`config.mk`:
```
export PLATFORM = sky130hd
export DESIGN_NAME = bin2bcd_seq
export DESIGN_NICKNAME = d
export VERILOG_FILES = /design/src/rtl/bin2bcd_seq.sv
export SDC_FILE = /design/constraint.sdc
export NUM_CORES = 1
export LEC_CHECK = 0
export BUFFER_PORTS_ARGS = -buffer_cell sky130_fd_sc_hd__buf_2
export CAP_MARGIN = 20
export CELL_PAD_IN_SITES_DETAIL_PLACEMENT = 0
export CELL_PAD_IN_SITES_GLOBAL_PLACEMENT = 1
export CORE_UTILIZATION = 44
export CTS_CLUSTER_SIZE = 24
export DETAILED_ROUTE_END_ITERATION = 16
export GPL_TIMING_DRIVEN = 0
export PLACE_DENSITY = 0.79
export SLEW_MARGIN = 20
export SYNTH_ARGS = -nofsm -noshare
export SYNTH_HDL_FRONTEND = slang
export SYNTH_SLANG_ARGS = --single-unit
```
`constraint.sdc`:
```
create_clock -name clk -period 4.16 [get_ports clk]
set_input_delay 0.624 -clock clk [delete_from_list [all_inputs] [get_ports clk]]
set_output_delay 0.624 -clock clk [all_outputs]
set_load 0.005 [all_outputs]
```
`src/rtl/bin2bcd_seq.sv`:
```
// Sequential double-dabble binary-to-BCD converter, one input bit per clock, valid/ready on both sides.
// Optional leading-zero blanking with code 4'd11 when BIN2BCD_SEQ_LEADING_BLANK_EN is defined.
module bin2bcd_seq #(
  parameter int WIDTH  = 7,
  parameter int DIGITS = 2
) (
  input  logic                clk,
  input  logic                rst,
  input  logic                in_valid,
  output logic                in_ready,
  input  logic [WIDTH-1:0]    in_bin,
  output logic                out_valid,
  input  logic                out_ready,
  output logic [4*DIGITS-1:0] out_bcd,
  output logic                out_ovf
);

  localparam int BCD_W = 4 * DIGITS;
  localparam int CNT_W = $clog2(WIDTH + 1);

  function automatic logic [63:0] pow10(input int n);
    logic [63:0] p;
    p = 64'd1;
    for (int i = 0; i < n; i++) p = p * 64'd10;
    return p;
  endfunction

  localparam logic [63:0] LIMIT = pow10(DIGITS);

  typedef enum logic [1:0] {IDLE, SHIFT, DONE} state_t;

  state_t             state_reg, state_next;
  logic [WIDTH-1:0]   sr_reg;
  logic [BCD_W-1:0]   acc_reg;
  logic [CNT_W-1:0]   cnt_reg;
  logic               ovf_reg;
  logic [BCD_W-1:0]   out_bcd_reg;
  logic               out_ovf_reg;

  logic [BCD_W-1:0]   acc_adj;
  logic [BCD_W-1:0]   acc_shift;
  logic               unused_top;
  logic [BCD_W-1:0]   digits_shown;
  logic [BCD_W-1:0]   result_bcd;
  logic               last_shift;

  // State register
  always_ff @(posedge clk) begin
    if (rst) state_reg <= IDLE;
    else     state_reg <= state_next;
  end

  // Next-state logic
  always_comb begin
    state_next = state_reg;
    case (state_reg)
      IDLE:    if (in_valid && in_ready) state_next = SHIFT;
      SHIFT:   if (last_shift)           state_next = DONE;
      DONE:    if (out_ready)            state_next = IDLE;
      default: state_next = IDLE;
    endcase
  end

  // Handshake outputs decoded from the state register
  always_comb begin
    in_ready  = (state_reg == IDLE);
    out_valid = (state_reg == DONE);
  end

  assign last_shift = (cnt_reg == CNT_W'(1));

  generate
    for (genvar gi = 0; gi < DIGITS; gi++) begin : g_adj
      assign acc_adj[4*gi +: 4] = (acc_reg[4*gi +: 4] >= 4'd5) ? acc_reg[4*gi +: 4] + 4'd3
                                                                : acc_reg[4*gi +: 4];
    end
  endgenerate

  // The bit leaving the top digit is dropped; it only matters on overflow, which is masked anyway.
  assign {unused_top, acc_shift} = {acc_adj, sr_reg[WIDTH-1]};

`ifdef BIN2BCD_SEQ_LEADING_BLANK_EN
  always_comb begin
    logic seen_nonzero;
    digits_shown = acc_shift;
    seen_nonzero = 1'b0;
    for (int i = DIGITS - 1; i >= 1; i--) begin
      if (acc_shift[4*i +: 4] != 4'd0) seen_nonzero = 1'b1;
      if (!seen_nonzero) digits_shown[4*i +: 4] = 4'd11;
    end
  end
`else
  assign digits_shown = acc_shift;
`endif

  assign result_bcd = ovf_reg ? {DIGITS{4'd11}} : digits_shown;

  always_ff @(posedge clk) begin
    if (rst) begin
      sr_reg      <= '0;
      acc_reg     <= '0;
      cnt_reg     <= '0;
      ovf_reg     <= 1'b0;
      out_bcd_reg <= '0;
      out_ovf_reg <= 1'b0;
    end else begin
      case (state_reg)
        IDLE: begin
          if (in_valid && in_ready) begin
            sr_reg  <= in_bin;
            acc_reg <= '0;
            cnt_reg <= CNT_W'(WIDTH);
            ovf_reg <= (64'(in_bin) >= LIMIT);
          end
        end
        SHIFT: begin
          sr_reg  <= sr_reg << 1;
          acc_reg <= acc_shift;
          cnt_reg <= cnt_reg - CNT_W'(1);
          // Result registers load on the final shift so they are valid on entry to DONE.
          if (last_shift) begin
            out_bcd_reg <= result_bcd;
            out_ovf_reg <= ovf_reg;
          end
        end
        default: ;
      endcase
    end
  end

  assign out_bcd = out_bcd_reg;
  assign out_ovf = out_ovf_reg;

endmodule

```
==> summary.txt <==
Status
  • Status: finished, violations left
  • Failing checks: DRC

Finish
  • Post-route insts no fill: 210
  • Share of layout cells above drive strength 1: 21.2%
  • Area Growth Syn to Fin: 14.4%
  • Fillers: 281
  • Register area: 601 µm²
  • Final nets: 197
  • Diode count: 0
  • Fin util: 54.8%
  • Multi-input gate area: 689 µm²

Clocking
  • Number of hold buffers added after CTS: 0
  • TritonCTS clock tree: built
  • Latest clock arrival within the worst-skew pair: 330 ps
  • Reg clk slew, reported paths: 90 ps
  • Clk root buf: clkbuf_4
  • CTS Buf Count: 5
  • Postcts setup bufs: 0
  • TritonCTS Sinks: 30
  • Clock buffer depth: 2
  • H-tree depth: 2
  • CTS resizes: 0

Synthesis
  • Most frequent cell after synthesis: dfxtp_1
  • Main synth FF type: dfxtp_1
  • Synth warn: 0
  • Syn Std Cell Area: 1360 µm²
  • Largest area contributor in the netlist: dfxtp_1
  • Synthesized net count: 169
  • Largest family of logic cells by synthesized area: simple AND/OR/NAND/NOR gates
  • Mux share of post-synthesis cell area: 1.66%
  • Xor and xnor area share after synthesis: 1.29%
  • Post-synthesis simple-gate area fraction: 22.5%
  • Most frequent cells after synthesis: 30 x dfxtp_1, 22 x nor2_1, 16 x nand2_1
  • Area share of the largest cell type after synthesis: 44.3%
  • Ranking of synthesized cells by area: dfxtp_1 44%, nor2_1 6.1%, ha_1 5.5%
  • Yosys reg bits: 30
  • Register area share after synthesis: 44.3%
  • Netlist cell types: 32
  • Adder-cell share of the synthesized area: 5.54%
  • Compound-Gate Fraction of Synth Area: 19.8%
  • EDFF count, synth: 0
  • Asr flop ratio synth: 0%
  • Avg Inst Size Synth: 8.92 µm²
  • Gate Count Post-Synth: 152

Floorplan
  • Die ar.: 3310 µm²
  • Die Width: 57.5 µm
  • Initial Util: 47.9%
  • Total core area: 2830 µm²
  • IO Pins: 22
  • Die span in y: 57.5 µm
  • Placement Rows: 19

Setup path
  • CP startpoint kind: flop
  • WS Path Type: reg -> out
  • RR Startpoint: acc_reg[0]
  • Worst-path maximum fanout: 7
  • CP Capture Type: output pin
  • Critical Path Source: state_reg[1]
  • Worst path arrival time: 1130 ps
  • CP Data Required Time: 3540 ps

Detailed routing
  • DRC: 1
  • Vias per cell: 5.71
  • Vias: 1199
  • Drt total wl: 3000 µm
  • Wire per inst: 14.3 µm
  • First drt pass iteration count: 10
  • ANT nets after route: 0
  • Initial DRC count: 63

Power and ir drop
  • Overall Power: 565 µW
  • Power Dens Cells: 364 nW/µm²
  • Sequential power share: 55.3%
  • Clk pwr share: 30.6%
  • Cell-internal power: 411 µW
  • Pleak: 0.000620 µW
  • Sw Ratio: 27.3%
  • Comb pwr share: 14.2%
  • Psw: 154 µW
  • Peak VDD IR: 0.205 mV

Global route
  • Number of global-route vias before repair: 1145
  • GRT Overall Usage: 20.9%
  • First-pass GRT wire length: 5050 µm
  • Largest net degree at the start of global routing: 11
  • Grt ovf: 0
  • Antenna violations before repair: 0

Flow run
  • Max_cap viols: 0

Timing
  • RSZ-0062 raised after global routing: no
  • Fin crit share: 42.2%
  • Slew headroom: 65.3%
  • Final Hold Vio Count: 0
  • Maximum clock rate: 570 MHz
  • Setup_tns: 0 ps
  • Period minus WS final: 1750 ps
  • Slew @ Worst Pin: 520 ps
  • Fin. max-slew vios: 0
  • Hold WS: 478 ps
  • Skew final: 7.90 ps
  • # setup viols final: 0

Min path
  • Hold crit path type: reg -> reg
  • Hold Startpoint: out_ovf

Place
  • RD Place Congestion: 0.768
  • Port-buffer cells: 21
  • Placed cells: 204
  • Dpl hpwl: 2160 µm
-- power by group through the flow --
stage | Combinational (µW) | Sequential, µW | Clock, µW
floorplan | 54.9 | 317 | 0
global placement | 77.6 | 318 | 0
detailed placement | 80.4 | 318 | 0
CTS | 80.6 | 312 | 177
global route | 90.2 | 314 | 190
finish | 80.1 | 312 | 173
-- layout make-up --
| cell class | count | share of cell area (%) |
|---|---|---|
| multi-input cells | 107 | 44.4 |
| flip-flops and latches | 30 | 38.7 |
| repair buffers | 21 | 6.77 |
| clock buffers | 6 | 3.31 |
| plain buffers | 8 | 2.58 |
| well taps | 31 | 2.50 |
| inverters | 7 | 1.69 |
-- cell usage in the layout (no fill, tap or decap), types with 3 or more instances in the layout --
| cell | Yosys | routed |
|---|---|---|
| a211oi_1 | 5 | 5 |
| a21oi_1 | 9 | 9 |
| a311oi_1 | 7 | 7 |
| buf_2 | 2 | 23 |
| clkbuf_1 | 4 | 4 |
| clkbuf_4 | 0 | 5 |
| dfxtp_1 | 30 | 30 |
| ha_1 | 6 | 6 |
| inv_1 | 7 | 7 |
| nand2_1 | 16 | 16 |
| nand2b_1 | 5 | 5 |
| nand3b_1 | 5 | 5 |
| nor2_1 | 22 | 22 |
| nor3b_1 | 3 | 3 |
| o21ai_0 | 4 | 4 |
| o32ai_1 | 3 | 3 |
-- worst paths after layout --
check               endpoint  depth (start not counted)  slack [ps]
setup / recovery    in_ready                          2        2410
hold / removal       out_ovf                          2         480
setup reg to reg  acc_reg[2]                          6        2550
hold reg to reg      out_ovf                          2         480
-- worst max-delay path: stages, from the launching register on --
cell     delay [ps]
dfxtp_1         370
nor2_1          260
buf_2           170
-- logic make-up (layout without fill, tap and decap cells) --
group	after synthesis	count (layout)
and+or+nand+nor	60	60
AOI/OAI and AO/OA	37	37
xor gates and xnor gates	2	2
buffers and inverters	15	42
DFF	30	30
muxes	2	2
adders and majority gates	6	6
-- layer usage --
metal | wire length, µm | up-vias | part of all wire [%] | GRT usage (%)
met3 | 165 | 6 | 5.5 | 7.71
li1 | - | 594 | - | -
met5 | 0 | - | 0 | 0
met1 | 1350 | 569 | 45 | 25.0
met2 | 1420 | 30 | 47 | 33.4
met4 | 53 | 0 | 1.8 | 9.41
-- metrics by stage --
step / cell area [µm²] / worst slack (ps)
2_1_floorplan: 1360 / 2730
3_3_place_gp: 1500 / 2470
3_5_place_dp: 1500 / 2470
4_1_cts: 1550 / 2410
5_1_grt: 1550 / 2340
6_report: 1550 / 2410
(Power assumes the default switching activity.)
